**config.mk**
```make
export PLATFORM = sky130hd
export DESIGN_NAME = fifo_wr_arbiter
export DESIGN_NICKNAME = d
export VERILOG_FILES = /design/src/rtl/fifo_wr_arbiter.sv
export SDC_FILE = /design/constraint.sdc
export NUM_CORES = 1
export LEC_CHECK = 0
export ABC_AREA = 1
export ABC_CLOCK_PERIOD_IN_PS = 1900
export CAP_MARGIN = 20
export CELL_PAD_IN_SITES_DETAIL_PLACEMENT = 1
export CELL_PAD_IN_SITES_GLOBAL_PLACEMENT = 1
export CORE_MARGIN = 4
export CORE_UTILIZATION = 30
export CTS_CLUSTER_SIZE = 28
export DETAILED_ROUTE_END_ITERATION = 8
export HOLD_SLACK_MARGIN = 0.12
export PLACE_DENSITY = 0.76
export SYNTH_ARGS = -nofsm -noshare
export SYNTH_HDL_FRONTEND = slang
export SYNTH_SLANG_ARGS = --single-unit
```
**constraint.sdc**
```tcl
create_clock -name clk -period 1.9 [get_ports clk]
set_clock_uncertainty 0.15 [all_clocks]
set_input_delay 0.38 -clock clk [delete_from_list [all_inputs] [get_ports clk]]
set_output_delay 0.38 -clock clk [all_outputs]
set_load 0.01 [all_outputs]
```
**src/rtl/fifo_wr_arbiter.sv**
```systemverilog
// Write-port scheduler for the CDC FIFO: two producers share one write port
// using round-robin arbitration with bounded bursts and FIFO-full backpressure.
module fifo_wr_arbiter #(
    parameter int DATA_W    = 8,
    parameter int MAX_BURST = 4
) (
    input  logic              clk,
    input  logic              rst_n,
    input  logic              s0_valid,
    input  logic [DATA_W-1:0] s0_data,
    output logic              s0_ready,
    input  logic              s1_valid,
    input  logic [DATA_W-1:0] s1_data,
    output logic              s1_ready,
    input  logic              fifo_full,
    output logic              fifo_wr_en,
    output logic [DATA_W-1:0] fifo_wr_data,
    output logic              busy,
    output logic              gnt,
    output logic [7:0]        cnt0,
    output logic [7:0]        cnt1
);

    localparam logic [3:0] LAST_BEAT = 4'(MAX_BURST - 1);

    typedef enum logic {IDLE, BURST} state_t;

    state_t     state, state_nxt;
    logic       gnt_nxt;
    logic       last, last_nxt;
    logic [3:0] beats, beats_nxt;
    logic       gnt_valid, other_valid;
    logic       xfer, rel;

    assign gnt_valid   = gnt ? s1_valid : s0_valid;
    assign other_valid = gnt ? s0_valid : s1_valid;
    assign busy        = (state == BURST);
    assign xfer        = busy & gnt_valid & ~fifo_full;
    // Backpressure alone never ends a grant; only an exhausted burst or a
    // withdrawn valid does.
    assign rel         = (xfer & (beats == LAST_BEAT)) | ~gnt_valid;

    assign fifo_wr_en   = xfer;
    assign fifo_wr_data = gnt ? s1_data : s0_data;
    assign s0_ready     = xfer & ~gnt;
    assign s1_ready     = xfer & gnt;

    always_comb begin
        state_nxt = state;
        gnt_nxt   = gnt;
        last_nxt  = last;
        beats_nxt = beats;
        case (state)
            IDLE: begin
                if (s0_valid & s1_valid) begin
                    gnt_nxt   = ~last;
                    beats_nxt = '0;
                    state_nxt = BURST;
                end else if (s0_valid | s1_valid) begin
                    gnt_nxt   = s1_valid;
                    beats_nxt = '0;
                    state_nxt = BURST;
                end
            end
            BURST: begin
                if (xfer) beats_nxt = beats + 4'd1;
                if (rel) begin
                    last_nxt = gnt;
                    if (other_valid) begin
                        gnt_nxt   = ~gnt;
                        beats_nxt = '0;
                    end else if (gnt_valid) begin
                        beats_nxt = '0;
                    end else begin
                        state_nxt = IDLE;
                    end
                end
            end
            default: state_nxt = IDLE;
        endcase
    end

    always_ff @(posedge clk or negedge rst_n) begin
        if (!rst_n) begin
            state <= IDLE;
            gnt   <= 1'b0;
            last  <= 1'b1;
            beats <= '0;
            cnt0  <= '0;
            cnt1  <= '0;
        end else begin
            state <= state_nxt;
            gnt   <= gnt_nxt;
            last  <= last_nxt;
            beats <= beats_nxt;
            // Counters advance on the same edge the beat lands in the FIFO.
            if (s0_ready) cnt0 <= cnt0 + 8'd1;
            if (s1_ready) cnt1 <= cnt1 + 8'd1;
        end
    end

endmodule

```
==> impl_metrics.tcl <==
set metrics [dict create \
    status "completed" \
    slowest_stage "clkdlybuf4s50_1" \
    yosys_warnings 0 \
    r2r-start "gnt$_DFFE_PN0P_" \
    critPathCaptureType "primary output" \
    worstPathCellList "clkdlybuf4s50_1 -> nand2_2 -> buf_12 -> nor2_8 -> buf_6" \
    yosys.area.top_type "dfrtp_1" \
    ys_seq_elements 23 \
    antenna_found_initial 0 \
    place_congestion 0.739 \
    io_buffers 49 \
    cap_violations 0 \
    critPathKind "in2out" \
    coreArea_sq_um 4350 \
    nets 254 \
    rows 24 \
    numCtsBuffers 3 \
    ys.flop_type "dfrtp_1" \
    htree_num_levels 1 \
    overflow 0 \
    synth_top_area_share_pct 41.0 \
    p_leak_nw 1.01 \
    yosysSeqAreaShare_pct 43.0 \
    setup_viol 0 \
    cpPeakStageDelay_ns 0.50 \
    hold-worst-slack_ns 0.322 \
    n_antenna_cell 0 \
    post-route-period-util_pct 97.1 \
    hold_buffers 0 \
    finalHoldViolations 0 \
    hp-class "in2async" \
    slew_headroom_pct 80.0 \
    syn2layout_area_growth_pct 53.0 \
    die_h_um 74.9 \
    drc 0 \
    crit_family "buffers and inverters" \
    ys_types 25 \
    cts_tree "built" \
    dieArea_sq_um 5610 \
    root_buffer "clkbuf_8" \
    track_usage_pct 13.1 \
    grt_pass1_wl_mm 5.67 \
    clk_pin_slew_ns 0.08 \
    drtIter0Drc 21 \
    io_pins 50 \
    vdd_drop_max_mv 0.390 \
    wl_mm 3.25 \
    layout_setup_ws_ns 0.0560 \
    finalNonFillerCells 281 \
    power.density_nw_per_um2 1060 \
    wl_per_cell_um 11.6 \
    start_util_pct 30.8 \
    detailed_place_hpwl_mm 2.63 \
    critPathArrivalTime_ns 1.31 \
    via_per_inst 4.45 \
    crit_fanout 2 \
    clk_latency_ns 0.26 \
    syn_area_per_cell_sq_um 8.14 \
    stdcell_area_sq_um 2050 \
    worstMarginPinSlew_ns 0.300 \
    crit_required_ns 1.37 \
    synth_most_common_cell "nand2_1" \
    startpoint "s1_valid" \
    synth_edf_count 0 \
    placed_cells 276 \
    clock.fmax_ghz 0.542 \
    worstSetupStartpointType "primary input" \
    path_buf_inv 3 \
    vias 1251 \
    synth-async-reset-ratio_pct 100 \
    syn_inst 165 \
    timing.final.crit_period_ns 1.84 \
    die_w_um 74.9 \
    ant_nets 0 \
    grt_pass1_vias 1288 \
    slew_violations 0 \
    pre_cts_ws_ns -0.379 \
    fillCellCount 525 \
    clock_sinks 23 \
    synth_common_cells "nand2_1, dfrtp_1, inv_1, nor2_1, xor2_1" \
    drive_gt1_share_pct 18.3 \
    netlist_area_sq_um 1340 \
    fin_util_pct 47.2 \
    first_pass_iters 4 \
    clock_path_buffers 2 \
    grt_max_degree 24 \
    place_area_sq_um 2000 \
    synth_fp_nets 189 \
    yosys-top-cells-area "dfrtp_1, nand2_1, xor2_1, xnor2_1, nor2_8" \
]
## final timing paths
| check | to | slack, ns | cells after the start |
|---|---|---|---|
| worst min register to register | last$_DFFE_PN1P_ | 0.34 | 2 |
| worst max register to register | cnt0[3]$_DFFE_PN0P_ | 0.35 | 8 |
| worst min-delay path | cnt0[3]$_DFFE_PN0P_ | 0.32 | 2 |
| worst max-delay path | s1_ready | 0.06 | 5 |
| min in group clk | last$_DFFE_PN1P_ | 0.34 | 2 |
| max in group asynchronous | last$_DFFE_PN1P_ | 1.00 | 2 |
## logic make-up after synthesis
kind of cell / share of synthesized area, %
xor+xnor: 9.79
buf+inv: 5.03
simple gates: 36.0
compound gates: 2.61
fa+ha+maj: 2.80
flops: 43.0
mux: 0.839
## worst register-to-register path, stage by stage (launching register included)
cell     delay (ns)
dfrtp_1        0.42
inv_2          0.09
nand2_2        0.07
buf_12         0.13
nor2_8         0.10
buf_4          0.18
inv_4          0.06
nor3_2         0.12
xor2_1         0.15
## layer usage
| metal | part of all wire [%] | track usage [%] |
|---|---|---|
| met1 | 42 | 15.3 |
| met2 | 48 | 22.3 |
| met3 | 9.5 | 3.74 |
| met4 | 1.1 | 5.34 |
| met5 | 0 | 0 |
## flip-flops by register name (all words and copies together), names as in the netlist
| signal | flops |
|---|---|
| cnt0 | 8 |
| cnt1 | 8 |
| beats | 4 |
| busy | 1 |
| gnt | 1 |
| last | 1 |
## layout by cell type (no fill, tap or decap), drive strengths merged
cell            n
ha              3
mux2            1
xnor2           7
dlygate4sd2     2
nand4           3
xor2            8
nand3           8
inv            12
clkdlybuf4s50  37
clkdlybuf4s15   5
clkbuf          6
buf            17
nor3            2
dfrtp          22
nand2          75
dfstp           1
nor2           13
o21ai           7
## per-stage QoR
step	TNS, ns	total power [mW]
finish	0	2.17
global route	-0.00148	2.37
CTS	0	2.21
detailed placement	-2.17	1.93
global placement	-1.99	1.90
floorplan	0	1.30
## power breakdown
group	internal, mW	total (mW)	switching (mW)
Clock	0.150	0.300	0.151
Combinational	0.571	1.11	0.537
Sequential	0.623	0.764	0.141
## area by class of cell
cell class                 count  area, sq um  area share (%)
inverter                      12         47.5            2.31
tap                           52         65.1            3.17
clock buffer                   4         45.0            2.19
multi-input combinational    127          701            34.1
sequential                    23          577            28.1
timing repair buffer          63          619            30.1
## what timing repair did
item	4_1_cts	5_1_grt
pin swaps	0	0
endpoints found under the setup margin	12	11
buffers inserted	0	1
resized for setup	24	13
No activity file was read; power rests on OpenSTA's default activity.
